[src/rtl/shift_right_seq.sv]
// Iterative right shifter (SRL/SRA): one log2 stage per clock, constant latency of
// clog2(data_length)+1 cycles from accept to the done pulse.
module shift_right_seq #(
    parameter int unsigned data_length = 32
) (
    input  logic                           clk,
    input  logic                           rst,
    input  logic                           start,
    input  logic                           arith,
    input  logic [$clog2(data_length)-1:0] shift,
    input  logic [data_length-1:0]         B,
    output logic                           ready,
    output logic                           done,
    output logic [data_length-1:0]         H
);

    localparam int unsigned DW = data_length;
    localparam int unsigned L  = $clog2(data_length);
    localparam int unsigned SW = L + 1;

    typedef enum logic [1:0] {
        IDLE  = 2'd0,
        SHIFT = 2'd1,
        DONE  = 2'd2
    } state_t;

    state_t          state_q, state_d;
    logic [DW-1:0]   work_q, work_d;
    logic [L-1:0]    amt_q, amt_d;
    logic            fill_q, fill_d;
    logic [L-1:0]    j_q, j_d;
    logic [DW-1:0]   h_q, h_d;
    logic            ready_q, ready_d;
    logic            done_q, done_d;

    logic [SW-1:0]   stride_c;
    logic [DW-1:0]   shifted_c;
    logic [DW-1:0]   fill_mask_c;
    logic [DW-1:0]   stage_c;

    // Single shared stage: shift by 2^j when amount bit j is set, filling from the top.
    always_comb begin
        stride_c    = SW'(1) << j_q;
        shifted_c   = work_q >> stride_c;
        fill_mask_c = ~({DW{1'b1}} >> stride_c);
        stage_c     = work_q;
        if (amt_q[j_q]) begin
            stage_c = fill_q ? (shifted_c | fill_mask_c) : shifted_c;
        end
    end

    always_comb begin
        state_d = state_q;
        work_d  = work_q;
        amt_d   = amt_q;
        fill_d  = fill_q;
        j_d     = j_q;
        h_d     = h_q;
        ready_d = 1'b0;
        done_d  = 1'b0;

        case (state_q)
            IDLE, DONE: begin
                if (start) begin
                    work_d  = B;
                    amt_d   = shift;
                    fill_d  = arith & B[DW-1];
                    j_d     = '0;
                    state_d = SHIFT;
                end else begin
                    state_d = IDLE;
                    ready_d = 1'b1;
                end
            end
            SHIFT: begin
                work_d = stage_c;
                if (j_q == L'(L - 1)) begin
                    h_d     = stage_c;
                    j_d     = '0;
                    state_d = DONE;
                    ready_d = 1'b1;
                    done_d  = 1'b1;
                end else begin
                    j_d = j_q + L'(1);
                end
            end
            default: begin
                state_d = IDLE;
                ready_d = 1'b1;
            end
        endcase
    end

    always_ff @(posedge clk or posedge rst) begin
        if (rst) begin
            state_q <= IDLE;
            work_q  <= '0;
            amt_q   <= '0;
            fill_q  <= 1'b0;
            j_q     <= '0;
            h_q     <= '0;
            ready_q <= 1'b1;
            done_q  <= 1'b0;
        end else begin
            state_q <= state_d;
            work_q  <= work_d;
            amt_q   <= amt_d;
            fill_q  <= fill_d;
            j_q     <= j_d;
            h_q     <= h_d;
            ready_q <= ready_d;
            done_q  <= done_d;
        end
    end

    assign ready = ready_q;
    assign done  = done_q;
    assign H     = h_q;

endmodule
[config.mk]
export PLATFORM = sky130hd
export DESIGN_NAME = shift_right_seq
export DESIGN_NICKNAME = d
export VERILOG_FILES = /design/src/rtl/shift_right_seq.sv
export SDC_FILE = /design/constraint.sdc
export NUM_CORES = 1
export LEC_CHECK = 0
export ABC_CLOCK_PERIOD_IN_PS = 3200
export CORE_ASPECT_RATIO = 0.75
export CORE_MARGIN = 10
export CORE_UTILIZATION = 50
export DETAILED_ROUTE_END_ITERATION = 7
export HOLD_SLACK_MARGIN = 0.05
export PLACE_DENSITY = 0.78
export SYNTH_ARGS = -nofsm -noshare
export SYNTH_HDL_FRONTEND = slang
export SYNTH_SLANG_ARGS = --single-unit
export TNS_END_PERCENT = 50
[constraint.sdc]
create_clock -name clk -period 3.2 [get_ports clk]
set_clock_uncertainty 0.15 [all_clocks]
set_input_delay 0.48 -clock clk [delete_from_list [all_inputs] [get_ports clk]]
set_output_delay 0.48 -clock clk [all_outputs]
set_load 0.02 [all_outputs]
==> flow_summary_export.csv <==
group,metric,value,unit
detailed_routing,drc,0,
global_route,grt_first_pass_wirelength,32.6,mm
global_route,grt_usage,27.1,%
clock_network,htree_levels,3,
synthesis,synth_cell_types,72,
sta,setup_viol,0,
setup_path,path_buf_inv,2,
cells_and_area,seqCellArea,1980,sq um
sta,rsz0062_at_grt,"no",
synthesis,yosysSeqAreaShare,37.0,%
global_route,met3_usage,9.13,%
global_route,grt_overflow,0,
global_route,grt_antenna_before_repair,0,
sta,hold_viol_final,0,
global_route,grt.busiest_layer,"met2",
clock_network,cts_resized,0,
cells_and_area,drive_gt1_share,12.4,%
setup_path,cp-start-kind,"flop",
setup_path,crit_top_cell,"buf_4",
detailed_routing,firstDrtPassIters,5,
run,drv_cap,0,
setup_path,worstPathMaxFanout,18,
die,core_area,10400,sq um
synthesis,ys.flop_type,"dfrtp_1",
die,die_y,110,um
cells_and_area,nFillCells,892,
status,status,"finished, final reports clean",
clock_network,numCtsBuffers,9,
clock_network,cts_root_buffer,"clkbuf_16",
die,pin_count,75,
die,num_rows,32,
setup_path,path_class,"reg -> reg",
sta,period_share,85.8,%
sta,worst_pin_slew,734,ps
sta,slew_headroom,51.1,%
setup_path,critPathMaxStageDelay,530,ps
sta,fmax,364,MHz
clock_network,postCtsSetupRepairBufs,0,
clock_network,clkTransAtPathRegs,70,ps
setup_path,cp.arrival,2840,ps
synthesis,synth-edff-count,0,
die,die_w,139,um
clock_network,cts_tree,"done",
detailed_routing,vias,5485,
pwr,irDropWorstVdd,666,uV
clock_network,clk_latency,350,ps
synthesis,avgSynthCellArea,8.66,sq um
detailed_routing,vias_per_cell,6.73,
setup_path,worstPathCellList,"buf_4 > buf_4 > or3_4 > o32a_1 > a22o_1 > and3_4 > o31ai_1",
setup_path,critPathTopFamily,"compound AO/OA/AOI/OAI gates",
setup_path,cp.depth,7,
sta,timing.hold.ws,326,ps
setup_path,worst_path_max_delay_cell,"dfrtp_1",
pwr,powerDensity,1370,nW/um^2
setup_path,critPathCaptureType,"flop",
synthesis,syn_inst,618,
sta,min_period,2740,ps
cells_and_area,num-nets-final,717,
placement,numPortBuffers,74,
clock_network,clock_sinks,79,
global_route,grt_pass1_vias,5421,
synthesis,netlist_area,5350,sq um
detailed_routing,drt-total-wl,20.8,mm
cells_and_area,n_antenna_cell,0,
worst_hold_path,hp-class,"reg -> reg",
sta,setup-tns-final,0,ps
placement,gp_congestion,1.00,
setup_path,required,3300,ps
clock_network,postCtsHoldBufs,0,
placement,place.detailed.hpwl,15.1,mm
synthesis,yosysWarnings,0,
worst_hold_path,whs_path_depth,2,
cells_and_area,multiInputGateArea,3010,sq um
synthesis,yosys_register_bits,79,
die,start_util,51.6,%
cells_and_area,syn2layout_area_growth,23.4,%
synthesis,async_flop_share,100,%
pwr,p_leak,0.00277,uW
global_route,grt_max_degree,48,
setup_path,r2r_cells,7,
clock_network,cts_buffer_depth,2,
detailed_routing,wl_per_cell,25.5,um
global_route,gr-usage-met1,36.1,%
detailed_routing,drtIter0Drc,607,
synthesis,syn_nets,661,
global_route,grt_use_met2,40.5,%
die,die_area,15300,sq um
sta,drv_slew,0,
detailed_routing,ant_nets,0,
## sequential cells by signal, indices dropped and copies added, names as in the netlist
register  cells
work_q       32
amt_q         5
H            32
j_q           5
fill_q        1
ready         1
state_q       2
done          1
## layer usage
metal	vias up	wire length [um]	part of all wire, %
li1	2413	-	-
met4	0	485	2.3
met3	56	2560	12
met1	2675	8890	43
met2	341	8890	43
met5	-	0	0
## synth_stat cells (all sizes together), types with 3 or more instances
cell / count / share of area (%)
o221ai: 5 / 0.82
o31ai: 9 / 1.3
inv: 18 / 1.3
nand2b: 13 / 1.5
o211ai: 7 / 0.98
buf: 31 / 3.2
o21ai: 52 / 4.9
a311oi: 4 / 0.65
nor4: 4 / 0.75
a21oi: 35 / 3.3
clkbuf: 35 / 2.5
mux2: 9 / 1.9
a221oi: 10 / 1.6
a22oi: 8 / 1.1
and3: 5 / 0.68
a22o: 8 / 1.3
o22ai: 6 / 0.70
a21o: 7 / 0.98
nor3: 13 / 1.3
or4b: 4 / 0.75
a31oi: 5 / 0.58
or3: 6 / 0.80
and2: 11 / 1.3
o22a: 4 / 0.65
nor2b: 5 / 0.58
mux2i: 26 / 4.9
a221o: 21 / 3.9
mux4: 3 / 1.3
nor2: 39 / 2.8
a211oi: 13 / 1.8
o32a: 3 / 0.56
nand3: 9 / 0.84
dfrtp: 78 / 36
nand2: 75 / 5.3
o2bb2ai: 4 / 0.77
## area by class of cell
| cell class | instances | share of cell area [%] |
|---|---|---|
| inverter | 18 | 1.04 |
| clock buffer | 10 | 3.47 |
| tap | 136 | 2.58 |
| multi-input combinational | 455 | 45.5 |
| timing repair buffer | 111 | 16.0 |
| sequential | 79 | 30.0 |
| clock inverter | 6 | 1.42 |
## placed cells by master (no fill, tap or decap), drive strengths merged, types with 5 or more instances in the layout
master,synthesis,routed
and3,5,5
a211oi,13,13
mux2,9,9
o22ai,6,6
nor2b,5,5
a21oi,35,35
clkbuf,35,10
buf,31,37
or3,6,6
dfrtp,78,78
a22oi,8,8
a31oi,5,5
nand2b,13,13
nand2,75,75
a22o,8,8
o211ai,7,7
a221o,21,21
o31ai,9,9
a221oi,10,10
mux2i,26,26
nand3,9,9
a21o,7,7
o21ai,52,52
nor2,39,39
nor3,13,13
o221ai,5,5
clkdlybuf4s50,0,74
and2,11,11
inv,18,18
## cells by family (layout without fill, tap and decap cells)
| kind of cell | after synthesis | in the layout | share of synthesized area (%) |
|---|---|---|---|
| muxes | 38 | 38 | 8.02 |
| xor gates and xnor gates | 2 | 2 | 0.327 |
| adders and majority gates | 2 | 2 | 0.468 |
| buffers and inverters | 84 | 145 | 6.97 |
| AOI/OAI and AO/OA | 218 | 218 | 29.0 |
| and+or+nand+nor | 195 | 195 | 18.2 |
| DFF | 79 | 79 | 37.0 |
## metrics by stage
stage                     utilization [%]  setup WS, ps  total power, uW  cells  cell area (sq um)
after global placement               60.6           539             7670    799               6280
after CTS                            63.7           462             8930    815               6600
after detailed placement             60.6           471             7750    799               6280
after global routing                 63.7           328             9590    815               6600
final                                63.7           455             9050    815               6600
after floorplan                         -           548             5720    618               5350
## final timing paths
| path | start | endpoint | slack [ps] |
|---|---|---|---|
| worst max-delay path | j_q[2] | H[18] | 460 |
| worst min-delay path | amt_q[3] | amt_q[3] | 330 |
| worst max register to register | j_q[2] | H[18] | 460 |
| worst min register to register | amt_q[3] | amt_q[3] | 330 |
| max in group asynchronous | rst | H[13] | 1850 |
| min in group asynchronous | rst | H[19] | 400 |
## worst reg2reg max path, delay by kind of cell (launching register included)
kind | cells | cell delay (ps)
flops | 1 | 530
compound gates | 3 | 840
simple gates | 2 | 690
buf+inv | 2 | 450
## power breakdown
part           switching, uW  leakage, uW  internal, uW
logic                   3270      0.00164          2370
clock network            452     0.000153           690
registers                790     0.000970          1480
total                   4510      0.00277          4540
Note: power is estimated with default switching activity, not from simulation.
